===== config.mk =====
export PLATFORM = sky130hd
export DESIGN_NAME = reg_op_sequencer
export DESIGN_NICKNAME = d
export VERILOG_FILES = /design/src/rtl/reg_op_sequencer.sv
export SDC_FILE = /design/constraint.sdc
export NUM_CORES = 1
export LEC_CHECK = 0
export BUFFER_PORTS_ARGS = -buffer_cell sky130_fd_sc_hd__buf_2
export CAP_MARGIN = 30
export CORE_ASPECT_RATIO = 0.6
export CORE_MARGIN = 3
export CORE_UTILIZATION = 35
export DETAILED_ROUTE_END_ITERATION = 8
export GPL_TIMING_DRIVEN = 0
export PLACE_DENSITY_LB_ADDON = 0.1
export SETUP_SLACK_MARGIN = 0.5
export SYNTH_ARGS = -nofsm -noshare
export SYNTH_HDL_FRONTEND = slang
export SYNTH_SLANG_ARGS = --single-unit

===== constraint.sdc =====
create_clock -name clk -period 3.17 [get_ports clk]
set_input_delay 0.317 -clock clk [delete_from_list [all_inputs] [get_ports clk]]
set_output_delay 0.317 -clock clk [all_outputs]
set_load 0.005 [all_outputs]

===== src/rtl/reg_op_sequencer.sv =====
// reg_op_sequencer: sequences A, B and out writes into the GP register block around one ALU operation
// Ports:
//     clk, rst                         clock; asynchronous active-high reset
//     req_valid, req_ready             request handshake
//     req_a, req_b, req_op             operands and opcode, captured on transfer
//     alu_op, alu_result               opcode held to the ALU; ALU result sampled in WR_OUT
//     we_reg, reg_select, reg_data     register block write port (00 = A, 01 = B, 10 = out)
//     done, busy                       one-cycle completion pulse; high outside IDLE
// Optional: define REG_SEQ_PIPE_EN to also accept the next request in DONE.
module reg_op_sequencer #(
    parameter int DATA_W  = 8,
    parameter int OP_W    = 2,
    parameter int ALU_LAT = 2
) (
    input  logic              clk,
    input  logic              rst,
    input  logic              req_valid,
    output logic              req_ready,
    input  logic [DATA_W-1:0] req_a,
    input  logic [DATA_W-1:0] req_b,
    input  logic [OP_W-1:0]   req_op,
    output logic [OP_W-1:0]   alu_op,
    input  logic [DATA_W-1:0] alu_result,
    output logic              we_reg,
    output logic [1:0]        reg_select,
    output logic [DATA_W-1:0] reg_data,
    output logic              done,
    output logic              busy
);
    typedef enum logic [2:0] {S_IDLE, S_WR_A, S_WR_B, S_WAIT, S_WR_OUT, S_DONE} state_t;

    state_t            state, state_n;
    logic [DATA_W-1:0] a_q, b_q, dat_q;
    logic [OP_W-1:0]   op_q;
    logic [1:0]        sel_q;
    logic [3:0]        cnt;
    logic              xfer;

    assign xfer = req_valid && req_ready;

    always_ff @(posedge clk or posedge rst)
        if (rst) state <= S_IDLE;
        else     state <= state_n;

    always_comb begin
        state_n = state;
        case (state)
            S_IDLE:   state_n = xfer ? S_WR_A : S_IDLE;
            S_WR_A:   state_n = S_WR_B;
            S_WR_B:   state_n = (ALU_LAT > 0) ? S_WAIT : S_WR_OUT;
            S_WAIT:   state_n = (cnt == 4'd1) ? S_WR_OUT : S_WAIT;
            S_WR_OUT: state_n = S_DONE;
`ifdef REG_SEQ_PIPE_EN
            S_DONE:   state_n = xfer ? S_WR_A : S_IDLE;
`else
            S_DONE:   state_n = S_IDLE;
`endif
            default:  state_n = S_IDLE;
        endcase
    end

    // Outside write cycles the port shows the last written select/data (sel_q/dat_q).
    always_comb begin
        we_reg     = state == S_WR_A || state == S_WR_B || state == S_WR_OUT;
        reg_select = state == S_WR_A ? 2'b00 : state == S_WR_B ? 2'b01 : state == S_WR_OUT ? 2'b10 : sel_q;
        reg_data   = state == S_WR_A ? a_q : state == S_WR_B ? b_q : state == S_WR_OUT ? alu_result : dat_q;
        done       = state == S_DONE;
        busy       = state != S_IDLE;
        alu_op     = op_q;
`ifdef REG_SEQ_PIPE_EN
        req_ready  = !rst && (state == S_IDLE || state == S_DONE);
`else
        req_ready  = !rst && state == S_IDLE;
`endif
    end

    always_ff @(posedge clk or posedge rst)
        if (rst) begin
            a_q   <= '0;
            b_q   <= '0;
            op_q  <= '0;
            cnt   <= '0;
            sel_q <= '0;
            dat_q <= '0;
        end else begin
            if (xfer) begin
                a_q  <= req_a;
                b_q  <= req_b;
                op_q <= req_op;
            end
            // Loaded in WR_B so WAIT lasts exactly ALU_LAT cycles, leaving on cnt == 1.
            if (state == S_WR_B) cnt <= 4'(ALU_LAT);
            else if (state == S_WAIT) cnt <= cnt - 4'd1;
            if (we_reg) begin
                sel_q <= reg_select;
                dat_q <= reg_data;
            end
        end
endmodule

== Word-level counts from Yosys, hierarchy flattened ==
Index checks and enable logic that the tools add are counted.
Word-level totals
  input port bits: 29
  word-level logic and storage cells: 33
  ROM bits: 0
  register bits: 35
  latch bits: 0
  output and inout port bits: 16
  memories kept: 0
  bits in writable memories: 0
Cells by class
  equality and inequality tests: 6
  multiplexer cells: 11
  shifts and indexed selects: 0
  reduce and logical (&&, ||, !) cells: 8
  divide/modulo/power cells: 0
  add/subtract/negate cells: 1
  multiply operators: 0
  bitwise logic cells: 0
  order comparisons: 0
Operator list (count)
  $mux 8: 3
  $pmux 3 s5: 1
  $mux 4: 2
  $eq 3x2->1 const B: 2
  $eq 3x3->1 const B: 2
  $mux 2: 3
  $eq 4x1->1 const B: 1
  $sub 4x1->4 const B: 1
  $eq 3x1->1 const B: 1
  $logic_not 3->1: 1
  $mux 3: 1
  $reduce_bool 3->1: 1
  $logic_and 1x1->1: 2
  $logic_or 1x1->1: 2
  $reduce_bool 2->1: 1
  $logic_not 1->1: 1
  $mux 1: 1

== Logic depth before layout (Yosys ltp) ==
Gate-level depths: netlist of the first run.
  word-level depth: 5
  mapped depth: 6
  gate-level depth less buffers: 5

== Worst setup path after synthesis of the first run ==
No wires, ideal clock.
  kind: reg2out
  start point: reg state[2]
  end point: out reg_data[0]
  cell stages (with the launch flop): 6
  path slack: 1.492 ns
  data arrival time: 1.361 ns
  data required time: 2.853 ns
  cell sequence: dfrtp_1 > buf_6 > buf_2 > nor3b_1 > a22oi_1 > o21ai_0
On the way
  cells in the longest elaborated chain, start to end: 4
  elaborated cells between the ends (all ways): 6
  classes of those cells: 3 x eq/ne; 3 x mux
RTL lines
  start: declaration: line 32  | state_t state, state_n;
  start signal: assignment: line 43  | else state <= state_n;
  $eq 3x3->1: line 66  | reg_data = state == S_WR_A ? a_q : state == S_WR_B ? b_q : state == S_WR_OUT ? alu_result : dat_q;
  $mux 8 (2 in series): line 66
  $mux 8 *: line 66
  end: declaration: line 26  | output logic [DATA_W-1:0] reg_data,
Mark *: on every way between the ends. The rest lies on a longest branch, timed or not.

== Final worst setup path of the first run ==
  start point: reg state[2]
  end point: out reg_data[3]
The elaborated chain is that of the path after synthesis.

==> metrics.md, run 1 <==
| Metric | Value |
|---|---|
| Worst-Margin Slew | `~0.62 ns` |
| Final setup viols | `0` |
| Max_slew headroom | `58.36%` |
| Clk Latency, worst-skew pair | `0.28 ns` |
| Die H | `61.75 um` |
| RSZ-0062 raised after global routing | `false` |
| Die Area | `around 6100 um2` |
| Share of layout cells above drive strength 1 | `41.63%` |
| Period minus WS final | `2.340 ns` |
| Antenna-violating nets left | `0` |
| Max cap viols | `0` |
| Drt drc | `0` |
| Fmax achieved | `427.4 MHz` |
| CP Capture Type | `output port` |
| Overall Global Routing Usage | `16.05%` |
| Final Max Slew Viols | `0` |
| Finished Cell Area | `about 2200 um2` |
| Port-buffer cells | `between 40 and 50` |
| Gpl congestion | `around 0.8` |
| Core ar. | `4778 um2` |
| Drt total wl | `4581 um` |
| Simple-Gate Fraction of Synth Area | `around a tenth` |
| Inserted Diodes | `0` |
| Dpl hpwl | `3493 um` |
| Synthesized area per cell | `11.55 um2` |
| Most frequent standard cell in the layout excluding fill and tap cells | `buf_2` |
| Sequential share of the synthesized area | `48.31%` |
| Initial Utilization | `a little under two fifths` |
| Clock share of power | `16.3%` |
| First DRT Iteration DRCs | `43` |
| Maximum fanout along the worst path | `10` |
| Core Rows | `19` |
| PwrDens | `~900 nW/um2` |
| Switching share of power | `36.67%` |
| Asr flop ratio synth | `100.0%` |
| Largest net degree at the start of global routing | `23` |
| Root buf cell | `clkbuf_8` |
| Top_reg_cell synth | `dfrtp_1` |
| WL/cell | `16.84 um` |
| Area Overhead vs Synth | `23.12%` |
| EDFF count, synth | `0` |
| Synth Cell Area | `about 1800 um2` |
| Synth warn | `0` |
| Largest family of logic cells by synthesized area | `multiplexers` |
| Skew final | `0.005460 ns` |
| Most frequent cells in the layout | `buf_2, dfrtp_1, o21ai_0` |
| Status | `completed` |
| Cts hold-fix bufs | `0` |
| Register share of total power | `39.6%` |
| Final Cycle Share | `73.80%` |
| Maximum VDD drop | `0.3638 mV` |
| Die span in x | `~99 um` |
| H-tree levels | `2` |
| First drt pass iteration count | `4` |
| Adder-Cell Fraction of Synth Area | `1.932%` |
| Final hold viol count | `0` |
| Lkg Pwr | `1.071 nW` |
| Crit path DAT | `2.02 ns` |
| Antenna violations before repair | `0` |
| Reg clk slew, reported paths | `0.07 ns` |
| Worst min-delay path class | `in2async` |
| Required time worst endpoint | `2.85 ns` |
| Via count | `1,417` |
| Int Power | `0.001270 W` |
| Synth Area in Compound Gates | `between 10% and 20%` |
| Setup TNS | `0 ns` |
| Net switching power | `0.0007354 W` |
| Nets | `240` |
| First-pass GRT wire length | `7445 um` |
| Clock buffer depth | `2` |
| Post-synthesis register bit count | `35` |
| Mux cell area share after synthesis | `18.50%` |
| CTS sink cnt | `35` |
| XOR/XNOR share of the synthesized area | `0%` |
| Num ports | `45` |
| Combinational share of power | `between 40% and 50%` |
| Synth cell types | `33` |
| CP startpoint kind | `register` |
| Placed cell area | `2140 um2` |
| Vias/cell | `5.210` |
| FILL cells | `438` |
| Grt total ovfl | `0` |
| Setup CP Type | `reg2out` |
| CTS tree | `done` |
| Number of global-route vias before repair | `1,435` |
| Synth Net Count | `between 150 and 200` |
| Num CTS Buffers | `5` |
| Post-Synthesis Cells | `157` |
cell usage after synthesis (2+ instances only):
master	instances	area share, %
mux2_2	16	9.9
inv_1	6	1.2
buf_2	3	0.83
o31ai_1	4	1.7
a22oi_1	13	5.4
nor2_1	4	0.83
o21ai_0	22	6.1
clkbuf_1	5	1.0
dfrtp_1	35	48
nand2_1	7	1.4
a211oi_1	2	0.83
mux2i_1	2	1.1
nor3b_1	2	0.83
nor3_1	2	0.55
ha_1	2	1.4
nand3b_1	2	0.83
nor2b_1	4	1.4
buf_6	3	1.9
mux2_4	9	7.5
registers in the layout (all words and copies together), names as in the netlist:
| signal | count |
|---|---|
| a_q | 8 |
| state | 3 |
| cnt | 4 |
| dat_q | 8 |
| alu_op | 2 |
| sel_q | 2 |
| b_q | 8 |
repair_timing:
| action | in CTS | in global routing |
|---|---|---|
| gates resized for setup | 0 | 1 |
| setup buffers | 0 | 0 |
| endpoints found under the setup margin | 0 | 3 |
power by group through the flow:
stage / Sequential, W / Combinational (W) / Clock, W
after CTS: 0.000792 / 0.000888 / 0.000335
after global placement: 0.000788 / 0.000845 / 0
after floorplan: 0.000747 / 0.000628 / 0
after global routing: 0.000815 / 0.000985 / 0.000355
after detailed placement: 0.000798 / 0.000886 / 0
final: 0.000794 / 0.000885 / 0.000327
worst max-delay path, stage by stage (launching register included):
cell and delay, ns:
dfrtp_1 0.37, buf_6 0.15, nor2b_1 0.15, clkbuf_1 0.43, a22oi_1 0.21, o21ai_0 0.26, buf_2 0.17
per-stage QoR:
stage	power (W)	std cells	util, %	hold slack (ns)	worst slack, ns
global placement	0.001634	264	44.20	0.4844	1.006
finish	0.002005	272	46.71	0.1389	0.8305
CTS	0.002015	272	46.61	0.1587	0.6144
global route	0.002156	272	46.71	0.1879	0.7221
floorplan	0.001375	157	-	0.4655	1.492
detailed placement	0.001683	265	44.78	0.4645	0.9318
cells by family (layout without fill, tap and decap cells):
kind of cell | count (synthesis) | count (layout)
and+or+nand+nor | 27 | 27
AOI/OAI and AO/OA | 48 | 48
buffers and inverters | 17 | 69
muxes | 27 | 27
DFF | 35 | 35
adders and majority gates | 3 | 3
per-layer routing:
layer	vias up	global-route usage, %	share of wire [%]
li1	683	-	-
met1	694	22.75	51
met2	36	23.85	43
met3	4	5.128	5.3
met4	0	4.475	0.61
met5	-	0	0
path summary, 6_finish.rpt:
kind,startpoint,endpoint,slack [ns],cells past startpoint
max in group asynchronous,rst,sel_q[1],2.50,3
hold / removal,rst,dat_q[3],0.14,2
min in group clk,req_a[0],a_q[0],0.26,2
setup / recovery,state[2],reg_data[3],0.83,6
hold reg to reg,alu_op[0],alu_op[0],0.52,1
setup reg to reg,state[2],dat_q[3],1.52,5
final cells by class:
| class | instances | area [um2] | share of cell area [%] |
|---|---|---|---|
| inverters | 6 | 22.52 | 1.009 |
| clock buffers | 6 | 82.58 | 3.700 |
| plain buffers | 11 | 67.56 | 3.027 |
| flip-flops and latches | 35 | 875.8 | 39.24 |
| clock inverters | 1 | 5.005 | 0.2242 |
| well taps | 63 | 78.83 | 3.531 |
| multi-input cells | 105 | 852.1 | 38.17 |
| repair buffers | 45 | 247.7 | 11.10 |
Power figures use the tool's default switching activity.
==> run 2: changes to the inputs <==
==> constraint.sdc (replaced) <==
create_clock -name clk -period 2.1 [get_ports clk]
set_input_delay 0.21 -clock clk [delete_from_list [all_inputs] [get_ports clk]]
set_output_delay 0.21 -clock clk [all_outputs]
set_load 0.005 [all_outputs]
==> run 2 against run 1 <==
Net effect: critical path depth down 1; die area unchanged; clock skew down 0.0028 ns; via count up 6.7%; wire length up 8.6%; non-clock buffer count up 17; power up 76%; final cell count up 6.3%; final area up 16%; critical path type unchanged; highest routed layer unchanged.
==> metrics.md, run 2 (synthesis results as in run 1) <==
| Metric | Value |
|---|---|
| Status | `completed` |
| Worst min-delay path class | `in2async` |
| Skew final | `0.002662 ns` |
| Reg clk slew, reported paths | `0.07 ns` |
| Crit path DAT | `1.66 ns` |
| RSZ-0062 raised after global routing | `true` |
| Biggest regs | `a_q x8, b_q x8, dat_q x8` |
| Via count | `1,512` |
| Gpl congestion | `0.8226` |
| Dpl hpwl | `3493 um` |
| Final hold viol count | `0` |
| Max cap viols | `0` |
| Max_slew headroom | `58.55%` |
| Clock buffer depth | `2` |
| Drt total wl | `4975 um` |
| WL/cell | `17.21 um` |
| Final Cycle Share | `slightly below 90%` |
| CP Capture Type | `output port` |
| Share of layout cells above drive strength 1 | `57.52%` |
| Drt drc | `0` |
| Fmax achieved | `533.8 MHz` |
| Placed insts | `265` |
| Grt total ovfl | `0` |
| First-pass GRT wire length | `about 8000 um` |
| CTS tree | `done` |
| First DRT Iteration DRCs | `40` |
| Overall Global Routing Usage | `16.97%` |
| Worst-Margin Slew | `approximately 0.62 ns` |
| Most frequent cells in the layout | `buf_2, dfrtp_1, mux2_2` |
| Initial Utilization | `between 30% and 40%` |
| Die span in x | `98.92 um` |
| Antenna-violating nets left | `0` |
| Lkg Pwr | `around 1.2 nW` |
| Die Area | `6108 um2` |
| Number of global-route vias before repair | `1,499` |
| Most frequent standard cell in the layout excluding fill and tap cells | `buf_2` |
| Port-buffer cells | `44` |
| H-tree levels | `2` |
| Cts hold-fix bufs | `0` |
| Setup TNS | `0 ns` |
| Antenna violations before repair | `0` |
| Maximum VDD drop | `between 0.6 and 0.7 mV` |
| Core ar. | `roughly 4800 um2` |
| Root buf cell | `clkbuf_8` |
| R2R Path Start | `state[0]` |
| Largest net degree at the start of global routing | `23` |
| Die H | `61.75 um` |
| Final Max Slew Viols | `0` |
| Clk Latency, worst-skew pair | `about 0.28 ns` |
| Maximum fanout along the worst path | `7` |
| First drt pass iteration count | `5` |
| Inserted Diodes | `0` |
| Vias/cell | `roughly 5.2` |
| Required time worst endpoint | `1.89 ns` |
| CTS sink cnt | `35` |
| Setup CP Type | `reg2out` |
| Final Instance Count excl. Fillers | `289` |
| Core Rows | `19` |
| Num CTS Buffers | `5` |
| Period minus WS final | `1.873 ns` |
| Nets | `257` |
| Worst Setup SP | `state[2]` |
| PwrDens | `approximately 1400 nW/um2` |
| CP startpoint kind | `register` |
| Num ports | `45` |
| Area Overhead vs Synth | `42.51%` |
| Final setup viols | `0` |
[run 2: cell count changes in the layout (fill, tap and decap cells not counted), moves of 7 or more]
cell	change
buf_4	+13
o21ai_0	-11
a22oi_1	-8
a22oi_2	+8
o21ai_1	+8
buf_6	+7
[run 2: area by class of cell]
cell class	count	area, um2
fill	409	2195
multi-input combinational	105	977.2
sequential	35	877.1
timing repair buffer	62	420.4
buffer	11	120.1
clock buffer	6	82.58
tap	63	78.83
inverter	6	22.52
clock inverter	1	5.005
[run 2: worst max-delay path, stage by stage (launching register included)]
cell     delay, ns
dfrtp_1       0.37
buf_6         0.15
maj3_4        0.41
a22oi_2       0.23
o21ai_1       0.09
buf_2         0.13
[run 2: final timing paths]
check | slack, ns | endpoint | cells after the start
worst max-delay path | 0.23 | reg_data[2] | 5
worst min-delay path | 0.03 | dat_q[3] | 2
worst max register to register | 0.38 | b_q[3] | 7
worst min register to register | 0.51 | alu_op[0] | 1
max in group asynchronous | 1.52 | state[1] | 3
min in group clk | 0.16 | alu_op[0] | 2
[run 2: metrics by stage]
| stage | utilization (%) | hold slack [ns] | instance area [um2] | total power (W) | setup WS, ns |
|---|---|---|---|---|---|
| 3_5_place_dp | 44.78 | 0.3575 | 2140 | 0.002541 | -0.03117 |
| 2_1_floorplan | - | 0.3585 | 1813 | 0.002075 | 0.5289 |
| 6_report | 54.07 | 0.02969 | 2584 | 0.003529 | 0.2266 |
| 3_3_place_gp | 44.20 | 0.4416 | 2112 | 0.002466 | 0.04341 |
| 5_1_grt | 54.07 | 0.08116 | 2584 | 0.003771 | 0.1671 |
| 4_1_cts | 52.00 | 0.05174 | 2485 | 0.003397 | 0.2466 |
[run 2: repair_timing]
action,CTS,global route
endpoints found under the setup margin,28,33
pin swaps,8,8
buffers inserted,12,4
cloned,1,0
gates resized for setup,49,21
[run 2: where the power goes]
| part | internal, W | total [W] | switching (W) |
|---|---|---|---|
| clock | 0.000257 | 0.000494 | 0.000237 |
| combinational | 0.000999 | 0.00181 | 0.000808 |
| sequential | 0.000984 | 0.00123 | 0.000243 |
| total | 0.00224 | 0.00353 | 0.00129 |
[run 2: routing by layer]
metal  wire (um)  track usage (%)  vias to the layer above
met5           0                0                        -
met4          38            5.058                        0
met3         273            5.240                        6
met2        2240            26.34                       42
met1        2422            23.23                      750
li1            -                -                      714
==> run 3: changes to the inputs <==
--- a/config.mk
+++ b/config.mk
@@ -7,9 +7,12 @@
 export LEC_CHECK = 0
 export BUFFER_PORTS_ARGS = -buffer_cell sky130_fd_sc_hd__buf_2
 export CAP_MARGIN = 30
+export CELL_PAD_IN_SITES_DETAIL_PLACEMENT = 0
+export CELL_PAD_IN_SITES_GLOBAL_PLACEMENT = 1
 export CORE_ASPECT_RATIO = 0.6
 export CORE_MARGIN = 3
 export CORE_UTILIZATION = 35
+export CTS_BUF_LIST = sky130_fd_sc_hd__clkbuf_8
 export DETAILED_ROUTE_END_ITERATION = 8
 export GPL_TIMING_DRIVEN = 0
 export PLACE_DENSITY_LB_ADDON = 0.1
==> run 3 against run 2 <==
Net effect: via count shrank 0.79%; non-clock buffer count up 4; core utilization is 2.8 points higher; sequential share of layout area decreased by 1.7 points; critical endpoint is now reg_data[4]; highest routed layer unchanged.
==> metrics.md, run 3 (synthesis results as in run 1) <==
| Metric | Value |
|---|---|
| Overall Global Routing Usage | `17.03%` |
| Nets | `261` |
| WL/cell | `16.86 um` |
| Grt total ovfl | `0` |
| Die H | `just over 60 um` |
| Status | `completed` |
| CTS tree | `done` |
| Lkg Pwr | `1.275 nW` |
| Number of global-route vias before repair | `1,498` |
| Worst min-delay path class | `in2async` |
| Cts hold-fix bufs | `0` |
| Required time worst endpoint | `1.89 ns` |
| Drt drc | `0` |
| Most frequent standard cell in the layout excluding fill and tap cells | `buf_2` |
| Final Worst Setup Slack | `0.2077 ns` |
| RSZ-0062 raised after global routing | `true` |
| CP Capture Type | `output port` |
| Port-buffer cells | `44` |
| Antenna violations before repair | `0` |
| Pre-CTS setup slack | `-0.04343 ns` |
| Skew final | `0.005678 ns` |
| Maximum fanout along the worst path | `8` |
| Most frequent cells in the layout | `buf_2, dfrtp_1, buf_4` |
| First DRT Iteration DRCs | `49` |
| Core Rows | `19` |
| Max_slew headroom | `50.54%` |
| Drt total wl | `4956 um` |
| Clock buffer depth | `2` |
| Max cap viols | `0` |
| R2R setup slack | `0.42 ns` |
| Vias/cell | `5.102` |
| Worst-Margin Slew | `0.7408 ns` |
| Crit path DAT | `around 1.7 ns` |
| Dpl hpwl | `3321 um` |
| Setup CP Type | `reg2out` |
| H-tree levels | `2` |
| Core ar. | `between 4000 and 5000 um2` |
| Period minus WS final | `1.892 ns` |
| Fmax achieved | `528.5 MHz` |
| Final Max Slew Viols | `0` |
| Final Cycle Share | `between 90% and 100%` |
| CTS sink cnt | `35` |
| Antenna-violating nets left | `0` |
| Gpl congestion | `around 0.80` |
| Final setup viols | `0` |
| Placed insts | `264` |
| PwrDens | `1432 nW/um2` |
| Final hold viol count | `0` |
| Num ports | `45` |
| Num CTS Buffers | `5` |
| Setup TNS | `0 ns` |
| Final Instance Count excl. Fillers | `294` |
| Maximum VDD drop | `roughly 0.58 mV` |
| Biggest regs | `a_q x8, b_q x8, dat_q x8` |
| Inserted Diodes | `0` |
| Area Overhead vs Synth | `49.83%` |
| Worst r2r path cells | `6` |
| First-pass GRT wire length | `7790 um` |
| CP startpoint kind | `register` |
| Initial Utilization | `37.94%` |
| Share of layout cells above drive strength 1 | `between 60% and 70%` |
| Via count | `~1.5k` |
| Die Area | `approximately 6000 um2` |
| Clk Latency, worst-skew pair | `~0.29 ns` |
| Largest net degree at the start of global routing | `36` |
| Reg clk slew, reported paths | `about 0.080 ns` |
| Die span in x | `98.92 um` |
| Root buf cell | `clkbuf_8` |
| First drt pass iteration count | `4` |
-- run 3: cell count changes in the layout (fill, tap and decap cells not counted), moves of 2 or more --
cell and delta:
a22oi_2 +5, bufinv_16 +2, mux2_2 -2, o21ai_1 -2, a22oi_1 -5, nor2b_1 -2, clkbuf_4 +2, mux2_4 +2
o21ai_2 +2
-- run 3: stage by stage --
step | hold slack [ns] | utilization (%) | power [W] | instance area (um2)
3_3_place_gp | 0.4413 | 44.20 | 0.002465 | 2112
5_1_grt | 0.1363 | 56.85 | 0.004132 | 2716
3_5_place_dp | 0.4199 | 44.20 | 0.002522 | 2112
4_1_cts | 0.1019 | 53.50 | 0.003663 | 2556
2_1_floorplan | 0.3585 | - | 0.002075 | 1813
6_report | 0.06872 | 56.85 | 0.003889 | 2716
-- run 3: layer usage --
metal,vias up,GRT usage (%),part of all wire (%)
li1,726,-,-
met5,-,0,0
met4,0,4.864,0.97
met3,7,4.905,5.2
met1,726,24.35,50
met2,41,25.48,44
-- run 3: final timing paths --
path,startpoint,to
setup / recovery,state[2],reg_data[4]
hold / removal,rst,sel_q[1]
setup reg to reg,state[0],b_q[2]
hold reg to reg,alu_op[0],alu_op[0]
max in group asynchronous,rst,state[1]
min in group clk,req_b[1],b_q[1]
-- run 3: layout make-up --
| type | instances | area (um2) |
|---|---|---|
| clock inverters | 3 | 67.56 |
| clock buffers | 5 | 68.82 |
| plain buffers | 11 | 125.1 |
| inverters | 6 | 22.52 |
| well taps | 63 | 78.83 |
| flip-flops and latches | 35 | 877.1 |
| multi-input cells | 105 | 1016 |
| repair buffers | 66 | 460.4 |
| fillers | 385 | 2062 |
-- run 3: critical path, cell delays in order (launching register included) --
cell and delay (ns):
dfrtp_1 0.38, buf_6 0.16, buf_8 0.14, mux2_4 0.30, a22oi_2 0.17, o21ai_1 0.10, buf_2 0.14
-- run 3: report_power, final --
part	switching, W	internal [W]
Clock	0.000269	0.000474
Combinational	0.000846	0.00107
Sequential	0.000246	0.000983
-- run 3: timing repair --
| action | 4_1_cts | 5_1_grt |
|---|---|---|
| hold endpoints to repair | 0 | 0 |
| setup endpoints to repair | 28 | 32 |
| gates resized for setup | 55 | 24 |
| pin swaps | 6 | 11 |
| gates cloned | 2 | 0 |
| buffers inserted | 9 | 11 |
